<file path="config.mk">
export PLATFORM = sky130hd
export DESIGN_NAME = mips_multicycle
export DESIGN_NICKNAME = d
export VERILOG_FILES = /design/src/rtl/mips_multicycle.sv
export SDC_FILE = /design/constraint.sdc
export NUM_CORES = 2
export LEC_CHECK = 0
export BUFFER_PORTS_ARGS = -buffer_cell sky130_fd_sc_hd__clkbuf_2
export CAP_MARGIN = 20
export CORE_ASPECT_RATIO = 1.4
export CORE_MARGIN = 5
export CORE_UTILIZATION = 55
export CTS_CLUSTER_SIZE = 40
export DETAILED_ROUTE_END_ITERATION = 12
export PLACE_DENSITY = 0.71
export REMOVE_ABC_BUFFERS = 1
export SETUP_SLACK_MARGIN = 0.05
export SYNTH_ARGS = -nofsm -noshare
export SYNTH_HDL_FRONTEND = slang
export SYNTH_SLANG_ARGS = --single-unit
</file>
<file path="constraint.sdc">
create_clock -name clk -period 164.1 [get_ports clk]
set_clock_uncertainty 0.05 [all_clocks]
set_input_delay 16.41 -clock clk [delete_from_list [all_inputs] [get_ports clk]]
set_output_delay 16.41 -clock clk [all_outputs]
set_load 0.1 [all_outputs]
</file>
<file path="src/rtl/mips_multicycle.sv">
// Multicycle MIPS core: one FSM sequences a shared ALU; 3-5 cycles per instruction plus memory wait states.
// Every memory request holds address/data stable until memready; only one access is outstanding at a time.
module mips_multicycle #(
  parameter logic [31:0] RESET_PC = 32'h0000_0000,
  parameter int          ALUCW    = 4
) (
  input  logic        clk,
  input  logic        reset,
  output logic [31:0] memaddr,
  output logic        memread,
  output logic        memwrite,
  output logic [31:0] memwdata,
  input  logic [31:0] memrdata,
  input  logic        memready,
  output logic [31:0] pc,
  output logic        retire,
  output logic        illegal
);
  localparam logic [ALUCW-1:0] ALU_AND = ALUCW'(4'b0000);
  localparam logic [ALUCW-1:0] ALU_OR  = ALUCW'(4'b0001);
  localparam logic [ALUCW-1:0] ALU_ADD = ALUCW'(4'b0010);
  localparam logic [ALUCW-1:0] ALU_DIV = ALUCW'(4'b0100);
  localparam logic [ALUCW-1:0] ALU_XOR = ALUCW'(4'b0101);
  localparam logic [ALUCW-1:0] ALU_NOR = ALUCW'(4'b0110);
  localparam logic [ALUCW-1:0] ALU_SUB = ALUCW'(4'b1010);
  localparam logic [ALUCW-1:0] ALU_SLT = ALUCW'(4'b1011);

  localparam logic [5:0] OP_RTYPE = 6'h00;
  localparam logic [5:0] OP_J     = 6'h02;
  localparam logic [5:0] OP_BEQ   = 6'h04;
  localparam logic [5:0] OP_BNE   = 6'h05;
  localparam logic [5:0] OP_ADDI  = 6'h08;
  localparam logic [5:0] OP_ANDI  = 6'h0C;
  localparam logic [5:0] OP_ORI   = 6'h0D;
  localparam logic [5:0] OP_LW    = 6'h23;
  localparam logic [5:0] OP_SW    = 6'h2B;

  typedef enum logic [3:0] {
    S_FETCH, S_DECODE, S_MEMADR, S_MEMRD, S_MEMWB, S_MEMWR,
    S_EXEC, S_ALUWB, S_IEXEC, S_IWB, S_BRANCH, S_JUMP
  } state_t;

  state_t      state_q, state_d;
  logic [31:0] pc_q, pc_d;
  logic [31:0] instr_q, instr_d;
  logic [31:0] data_q, data_d;
  logic [31:0] a_q, a_d;
  logic [31:0] b_q, b_d;
  logic [31:0] aluout_q, aluout_d;
  logic [31:0] rf_q [32];

  logic [5:0]  opcode, funct;
  logic [4:0]  rs, rt, rd;
  logic [31:0] signimm, zeroimm, rs_val, rt_val;
  logic        funct_ok;

  logic [ALUCW-1:0] alu_ctrl;
  logic [31:0]      alu_a, alu_b, alu_y;

  logic        rf_we;
  logic [4:0]  rf_waddr;
  logic [31:0] rf_wdata;

  assign opcode   = instr_q[31:26];
  assign rs       = instr_q[25:21];
  assign rt       = instr_q[20:16];
  assign rd       = instr_q[15:11];
  assign funct    = instr_q[5:0];
  assign signimm  = {{16{instr_q[15]}}, instr_q[15:0]};
  assign zeroimm  = {16'h0000, instr_q[15:0]};
  assign rs_val   = (rs == 5'd0) ? 32'h0 : rf_q[rs];
  assign rt_val   = (rt == 5'd0) ? 32'h0 : rf_q[rt];
  assign funct_ok = funct inside {6'h20, 6'h22, 6'h24, 6'h25, 6'h26, 6'h27, 6'h2A, 6'h1A};
  assign pc       = pc_q;

  // Operand selection kept apart from the FSM so the ALU result never loops back into its own select.
  always_comb begin
    alu_ctrl = ALU_ADD;
    alu_a    = pc_q;
    alu_b    = 32'd4;
    case (state_q)
      S_DECODE: alu_b = {signimm[29:0], 2'b00};
      S_MEMADR: begin
        alu_a = a_q;
        alu_b = signimm;
      end
      S_EXEC: begin
        alu_a = a_q;
        alu_b = b_q;
        case (funct)
          6'h22:   alu_ctrl = ALU_SUB;
          6'h24:   alu_ctrl = ALU_AND;
          6'h25:   alu_ctrl = ALU_OR;
          6'h26:   alu_ctrl = ALU_XOR;
          6'h27:   alu_ctrl = ALU_NOR;
          6'h2A:   alu_ctrl = ALU_SLT;
          6'h1A:   alu_ctrl = ALU_DIV;
          default: alu_ctrl = ALU_ADD;
        endcase
      end
      S_IEXEC: begin
        alu_a = a_q;
        case (opcode)
          OP_ANDI: begin
            alu_ctrl = ALU_AND;
            alu_b    = zeroimm;
          end
          OP_ORI: begin
            alu_ctrl = ALU_OR;
            alu_b    = zeroimm;
          end
          default: alu_b = signimm;
        endcase
      end
      S_BRANCH: begin
        alu_ctrl = ALU_SUB;
        alu_a    = a_q;
        alu_b    = b_q;
      end
      default: ;
    endcase
  end

  // Unsigned quotient; a zero divisor yields all ones.
  always_comb begin
    alu_y = 32'h0;
    case (alu_ctrl)
      ALU_AND: alu_y = alu_a & alu_b;
      ALU_OR:  alu_y = alu_a | alu_b;
      ALU_ADD: alu_y = alu_a + alu_b;
      ALU_DIV: alu_y = (alu_b == 32'h0) ? 32'hFFFF_FFFF : alu_a / alu_b;
      ALU_XOR: alu_y = alu_a ^ alu_b;
      ALU_NOR: alu_y = ~(alu_a | alu_b);
      ALU_SUB: alu_y = alu_a - alu_b;
      ALU_SLT: alu_y = {31'h0, $signed(alu_a) < $signed(alu_b)};
      default: alu_y = 32'h0;
    endcase
  end

  always_comb begin
    state_d  = state_q;
    pc_d     = pc_q;
    instr_d  = instr_q;
    data_d   = data_q;
    a_d      = a_q;
    b_d      = b_q;
    aluout_d = aluout_q;
    rf_we    = 1'b0;
    rf_waddr = rt;
    rf_wdata = aluout_q;
    memaddr  = pc_q;
    memread  = 1'b0;
    memwrite = 1'b0;
    memwdata = b_q;
    retire   = 1'b0;
    illegal  = 1'b0;
    case (state_q)
      S_FETCH: begin
        memread = 1'b1;
        if (memready) begin
          instr_d = memrdata;
          pc_d    = alu_y;
          state_d = S_DECODE;
        end
      end
      S_DECODE: begin
        a_d      = rs_val;
        b_d      = rt_val;
        aluout_d = alu_y;
        case (opcode)
          OP_LW, OP_SW:             state_d = S_MEMADR;
          OP_RTYPE:                 state_d = S_EXEC;
          OP_BEQ, OP_BNE:           state_d = S_BRANCH;
          OP_ADDI, OP_ANDI, OP_ORI: state_d = S_IEXEC;
          OP_J:                     state_d = S_JUMP;
          default: begin
            illegal = 1'b1;
            state_d = S_FETCH;
          end
        endcase
      end
      S_MEMADR: begin
        aluout_d = alu_y;
        state_d  = (opcode == OP_LW) ? S_MEMRD : S_MEMWR;
      end
      S_MEMRD: begin
        memaddr = aluout_q;
        memread = 1'b1;
        if (memready) begin
          data_d  = memrdata;
          state_d = S_MEMWB;
        end
      end
      S_MEMWB: begin
        rf_we    = 1'b1;
        rf_wdata = data_q;
        retire   = 1'b1;
        state_d  = S_FETCH;
      end
      S_MEMWR: begin
        memaddr  = aluout_q;
        memwrite = 1'b1;
        if (memready) begin
          retire  = 1'b1;
          state_d = S_FETCH;
        end
      end
      S_EXEC: begin
        if (funct_ok) begin
          aluout_d = alu_y;
          state_d  = S_ALUWB;
        end else begin
          illegal = 1'b1;
          state_d = S_FETCH;
        end
      end
      S_ALUWB: begin
        rf_we    = 1'b1;
        rf_waddr = rd;
        retire   = 1'b1;
        state_d  = S_FETCH;
      end
      S_IEXEC: begin
        aluout_d = alu_y;
        state_d  = S_IWB;
      end
      S_IWB: begin
        rf_we   = 1'b1;
        retire  = 1'b1;
        state_d = S_FETCH;
      end
      S_BRANCH: begin
        // Only beq/bne reach here: taken when beq sees equal or bne sees unequal.
        if ((opcode == OP_BEQ) == (alu_y == 32'h0)) pc_d = aluout_q;
        retire  = 1'b1;
        state_d = S_FETCH;
      end
      S_JUMP: begin
        pc_d    = {pc_q[31:28], instr_q[25:0], 2'b00};
        retire  = 1'b1;
        state_d = S_FETCH;
      end
      default: state_d = S_FETCH;
    endcase
    if (reset) begin
      memread  = 1'b0;
      memwrite = 1'b0;
      retire   = 1'b0;
      illegal  = 1'b0;
    end
  end

  always_ff @(posedge clk) begin
    if (reset) begin
      state_q  <= S_FETCH;
      pc_q     <= RESET_PC;
      instr_q  <= 32'h0;
      data_q   <= 32'h0;
      a_q      <= 32'h0;
      b_q      <= 32'h0;
      aluout_q <= 32'h0;
    end else begin
      state_q  <= state_d;
      pc_q     <= pc_d;
      instr_q  <= instr_d;
      data_q   <= data_d;
      a_q      <= a_d;
      b_q      <= b_d;
      aluout_q <= aluout_d;
    end
  end

  // Register file has no reset; $0 is never written and reads as zero.
  always_ff @(posedge clk) begin
    if (!reset && rf_we && (rf_waddr != 5'd0)) rf_q[rf_waddr] <= rf_wdata;
  end

endmodule
</file>
== Word-level counts from Yosys, hierarchy flattened ==
Memories as Yosys holds them, arrays and structs flattened. A register that Yosys moved wholly into a read port is not among the register bits.
Index checks and enable logic that the tools add are counted.
Storage, ports and cells
  flip-flop bits (word level): 196
  memory bits (writable): 1024
  bits of input ports: 35
  output and inout port bits: 100
  word-level logic and storage cells: 134
  memories kept: 1
Cells by class
  add/sub/neg operators: 2
  divide/modulo/power cells: 1
  magnitude comparators: 1
  eq/ne operators: 40
  mux-type cells: 43
  bitwise logic cells: 5
  reduce and logical (&&, ||, !) cells: 33
Memory list
  rf_q: depth 32, bits a word 32, read ports 2, clocked after Yosys merged registers in 2, wr ports 1, RTL line 50  | logic [31:0] rf_q [32];
Operator list (count)
  $mux 32: 10
  $pmux 32 s8: 1
  $pmux 32 s4: 1
  $pmux 32 s3: 1
  $logic_not 32->1: 2
  $pmux 32 s2: 1
  $pmux 4 s7: 2
  $eq 6x6->1 const B: 9
  $add 32x32->32: 1
  $and 32x32->32: 1
  $div 32x32->32: 1
  $lt 32x32->1: 1
  $not 32->32: 1
  $or 32x32->32: 1
  $sub 32x32->32: 1
  $xor 32x32->32: 1
  $eq 4x3->1 const B: 7
  $mux 5: 5
  $eq 4x4->1 const B: 6
  $pmux 4 s5: 1
  $eq 6x4->1 const B: 3
  $eq 4x2->1 const B: 3
  $eq 6x3->1 const B: 2
  $mux 1: 12
  other kinds (28): 51

== Depth between registers and ports, before layout ==
  word-level depth: 11
  mapped depth: 350
  depth with buffers taken out: 321

== Worst setup path after synthesis ==
No wires, ideal clock.
  path type: register to register
  from: register b_q[4] (netlist: memwdata[4])
  to: register pc_q[10] (netlist: pc[10])
  library setup time: 95 ps
  arrival: 71743 ps
  data required time: 163955 ps
  path slack: 92212 ps
  stages on the path, launching flop included: 320
  path buffers: 48
  clock period less this slack: 71888 ps
  cells stage by stage: dfxtp_1 > and4b_1 > a211oi_1 > o21a_1 > nand4_1 > nor4_2 > and2_1 > nand2_1 > a22oi_1 > ha_1 > o21a_1 > nor2_1 > nor3_1 > a21o_1 > a21oi_1 > nor2_1 > ha_1 > o21ai_0 > [284 not listed] > o21ai_0 > a21o_1 > ha_1 > a21o_1 > a21o_1 > a21o_1 > a21o_1 > a21o_1 > a21oi_1 > a31oi_1 > and4b_1 > nand4_1 > nor4_2 > and3_1 > o21ai_1 > buf_2 > buf_2 > a221oi_1
On the way
  cells in the longest elaborated chain, start to end: 8
  elaborated cells between the ends (all ways): 18
  classes of those cells: 2 x add/sub; 1 x div; 1 x order compare; 2 x eq/ne; 5 x mux; 4 x bitwise; 3 x reduce/logical
Ends and longest elaborated chain
  start: declaration: RTL line 48  | logic [31:0] b_q, b_d;
  start signal: assignment: RTL line 260  | b_q <= 32'h0;
  start signal: assignment: RTL line 268  | b_q <= b_d;
  $pmux 32 s4 *: RTL line 81  | case (state_q)
  $div 32x32->32, or another cell as far along: RTL line 131  | ALU_DIV: alu_y = (alu_b == 32'h0) ? 32'hFFFF_FFFF : alu_a / alu_b;
  $mux 32 or $not 32->32 (tied branches): RTL line 131, 133
  $pmux 32 s8 *: RTL line 127  | case (alu_ctrl)
  $logic_not 32->1: RTL line 234  | if ((opcode == OP_BEQ) == (alu_y == 32'h0)) pc_d = aluout_q;
  $eq 1x1->1: RTL line 234
  $ne 2x2->1 (no source line)
  $reduce_and 3->1 (no source line)
  end signal: assignment: RTL line 264  | pc_q <= pc_d;
  end: declaration: RTL line 44  | logic [31:0] pc_q, pc_d;
Every way passes the cells marked *; elsewhere a longest branch is shown, timed or not. The select of a mux whose other input is x is not followed.
A chain may end at the register's enable or synchronous reset.

== Worst setup path in the final report ==
  from: register state_q[2]
  to: register pc_q[2] (netlist: pc[2])
On the way
  cells in the longest elaborated chain, start to end: 10
  elaborated cells between the ends (all ways): 39
  classes of those cells: 2 x add/sub; 1 x div; 1 x order compare; 16 x eq/ne; 7 x mux; 4 x bitwise; 8 x reduce/logical
Ends and longest elaborated chain
  start: declaration: RTL line 43  | state_t state_q, state_d;
  start signal: assignment: RTL line 263  | state_q <= state_d;
  $eq 4x4->1, or another cell as far along: RTL line 81, 157
  $reduce_or 2->1 (no source line) or $reduce_or 4->1 (tied branches)
  $pmux 32 s4 or $mux 32 (tied branches): RTL line 81
  $div 32x32->32, or another cell as far along: RTL line 131
  $mux 32 or $not 32->32 (tied branches): RTL line 131, 133
  $pmux 32 s8: RTL line 127
  $logic_not 32->1: RTL line 234
  $eq 1x1->1: RTL line 234
  $ne 2x2->1 (no source line)
  $reduce_and 3->1 (no source line)
Parallel ways exist; a longest one is shown, timed or not. The select of a mux whose other input is x is not followed.

==> out/results.txt <==
After detailed placement, the total cell area comes to 0.0955 mm². The top cell types in the final layout, fill and taps aside, are sky130_fd_sc_hd__edfxtp_1 (1024), sky130_fd_sc_hd__nand2_1 (719), sky130_fd_sc_hd__nor2_1 (704). The floorplan step set the die width to 355 µm. The logs give 38.1% for the post-synthesis sequential area ratio and 0 for the number of slew-limit violations in the final report.

Of all cell types, the one taking the most synthesized area is sky130_fd_sc_hd__edfxtp_1. The slowest stage cell on the critical path is sky130_fd_sc_hd__a2111oi_0. The library cell used most frequently in the layout, excluding fill and tap cells, is sky130_fd_sc_hd__edfxtp_1. For the maximum achievable frequency, the log shows 11.0 MHz. Number of DRC violations after detailed-routing iteration 0: 10900. Reg-to-reg endpoint: pc[2]$_SDFFE_PP0P_. The worst path required time was 164.62 ns; the post-layout instance area was 0.0986 mm². After synthesis, the largest family of logic cells by area is multiplexers. The run gives 0.0914 mm² as the netlist area before placement.

On the worst path, the slowest cell contributes a delay of 0.97 ns. The tools report the critical register-to-register path startpoint as state_q[2]$_SDFFE_PP0P_. Setup slack closes at 73.38 ns. The tools report the number of nets at the end of the flow as 9085.

The buffer cell driving the clock tree root is sky130_fd_sc_hd__clkbuf_16. After synthesis, the largest area contributor takes up 33.6% of total cell area. Of the total synthesized cell area, the portion taken by XOR and XNOR cells is 3.44%. From synthesis to final layout, the design area changed by 7.85%. For the number of warnings reported in the yosys synthesis log, the log shows 0. The tools report the worst-skew pair later-pin latency as 0.71 ns. The total wire length after detailed routing was 366000 µm; the synthesized-area fraction occupied by adder cells was 8.59%. Summing the areas of all and, or, nand and nor instances in the mapped netlist gives 11.8% of the synthesized area. The worst-path maximum fanout works out to 45.

The number of buffers on the longest clock path was 3. In the final routed layout, each cell accounts on average for 34.3 µm. For this run, the total global-route usage over all layers was measured as 40.6%. Hold is met by 0.405 ns. For the count of fill cells added during filler insertion, the log shows 13200. The tools report the arrival time at the worst endpoint as 91.24 ns. The run gives 177 as the number of placement rows. The number of different library cells used by synthesis comes to 125. By startpoint and endpoint, the worst setup path is classified as reg -> reg.

The HPWL reported at the end of detailed placement is 258000 µm. In this run, synthesis inferred 1024 flip-flops with an integrated enable. The min-delay analysis places its worst path in the category reg -> reg. The portion of the clock cycle consumed by the worst path in the final layout was 55.3%; the number of buffers created by CTS was 93.

The logs give 0 for the number of post-CTS setup repair buffers and 7 for the count of TritonRoute iterations in the first routing pass. Setup repair after global routing left no endpoint under its margin. In the routed design, unresolved DRC markers number 0. The post-route netlist has 17.6% of its cells at a drive strength greater than 1. The sort of element at the end of the critical path was a flip-flop. The most common flop cell mapped by yosys is sky130_fd_sc_hd__edfxtp_1.

Number of antenna violations at the first check in global routing: 21. The die covers 0.175 mm². The worst pin sits at a relative slew slack of 7.82%. By area the synthesized netlist is led by sky130_fd_sc_hd__edfxtp_1 (34%), sky130_fd_sc_hd__mux4_2 (16%), sky130_fd_sc_hd__ha_1 (8.5%). The end point of the most critical hold path is data_q[11]$_SDFFE_PP0P_. The average cell area after synthesis works out to 10.9 µm².

The slew at the pin closest to its max-slew limit came out at 1.37 ns. The synthesized netlist devotes 16.4% of its cell area to compound gates. Max-cap violations in this run came to 0. The first global-routing pass estimated 523000 µm of wire. The number of global-route vias before repair came out at 77800. The detailed router placed 78600 vias in this run.

TritonCTS built the clock tree. The tools report the startpoint type of the worst setup path as a flip-flop. After clock tree synthesis, the repair step resized 0 gates. The floorplan step defined a core boundary enclosing 0.166 mm².

The logs give 0 for the final-report hold violation count and 76.15 ns for the pre-CTS setup slack. The count of antenna-violating nets left after detailed routing is 0, and the minimum clock period is 90.72 ns. The run gives 0.0545 mm² as the area occupied by multi-input gates. The run finished with clean final reports. After clock tree synthesis, the flow added hold-fix buffers numbering 0. For this run the aggregate overflow at the end of global routing stands at 0. During placement, the flow inserted port buffers numbering 134. The die height is 492 µm, and the count of boundary I/O pins is 135. The startpoint identified for the worst hold timing path is data_q[11]$_SDFFE_PP0P_.

The largest net degree at the start of global routing was 138. After clock tree synthesis, the clock-pin slew on the worst setup and hold paths is 0.08 ns. At the end of routability-driven placement, the weighted congestion stood at 1.06. The number of flip-flops and latches in the synthesized netlist was 1230; the via count normalized by instance count was 7.38. Reg2reg setup slack: 73.38 ns. In the final layout, flip-flops and latches occupy 0.0349 mm². Setup violations remaining at the end of the flow were counted as 0. The number of sinks driven by the clock tree came out at 1230.

The H-tree generated during clock tree synthesis spans 3 levels. In the synthesized netlist, the number of instances is 8368. The length in cells of the worst reg-to-reg path was 293; the aggregate negative setup slack was 0 ns.

The proportion of synthesized area in mux cells is 18.6%, and the starting density of the core is 55.1%. Among the stages of the critical path, the cell type that occurs most often is sky130_fd_sc_hd__ha_1. The share of flip-flops with an asynchronous set or reset is 0%, and the instance count along the most critical hold path is 2.
[cell usage after synthesis (all sizes together) (138+ instances only)]
master / count
a21o: 199
a21oi: 666
buf: 138
clkbuf: 289
dfxtp: 206
edfxtp: 1024
ha: 624
inv: 282
mux4: 640
nand2: 724
nor2: 742
nor3: 188
o21a: 148
o21ai: 376
xnor2: 233
[sequential cells by signal, indices dropped and copies added (netlist names), named ones only]
name      cells
state_q       4
pc           32
data_q       32
instr_q      32
rf_q       1024
aluout_q     32
memwdata     32
a_q          32
[stage by stage]
step,std cells,util (%)
after floorplan,7972,-
after global placement,10500,57.6
after detailed placement,10500,57.6
after CTS,10600,59.4
after global routing,10700,59.4
final,10700,59.5
[cells by family after synthesis]
family / after synthesis
simple gates: 2314
other cells: 1
fa+ha+maj: 627
mux: 883
buf+inv: 710
xor+xnor: 358
compound gates: 2245
flops: 1230
[cell type report]
cell class,count,area share [%]
diodes,5,0.0127
clock buffers,122,2.60
clock inverters,50,0.491
inverters,283,1.08
multi-input cells,6459,55.2
flip-flops and latches,1230,35.4
well taps,2148,2.73
repair buffers,357,2.46
[layer usage]
metal  GRT usage [%]  wire length [µm]
met1            46.9            122000
met2            65.5            167000
met3            10.4             42100
met4            30.0             34800
met5               0                93
[worst max-delay path, delay by kind of cell (launching register included)]
kind,cells,cell delay (ns)
fa+ha+maj,31,10.77
buf+inv,25,5.78
compound gates,151,47.25
mux,6,2.46
simple gates,80,23.01
flops,1,0.91
[worst max-delay path by stage]
stage,start,endpoint,slack (ns),cells after the start
6_report,state_q[2]$_SDFFE_PP0P_,pc[2]$_SDFFE_PP0P_,73.38,293
5_1_grt,state_q[2]$_SDFFE_PP0P_,pc[2]$_SDFFE_PP0P_,68.87,299
4_1_cts,state_q[2]$_SDFFE_PP0P_,pc[2]$_SDFFE_PP0P_,75.69,290
3_5_place_dp,state_q[2]$_SDFFE_PP0P_,pc[8]$_SDFFE_PP0P_,76.15,290
3_3_place_gp,state_q[2]$_SDFFE_PP0P_,pc[5]$_SDFFE_PP0P_,77.39,292
2_1_floorplan,state_q[2]$_SDFFE_PP0P_,pc[0]$_SDFFE_PP0P_,85.02,270
Power is not shown: default switching activity piles up to over one toggle a cycle in this logic, so the estimate is an artifact.
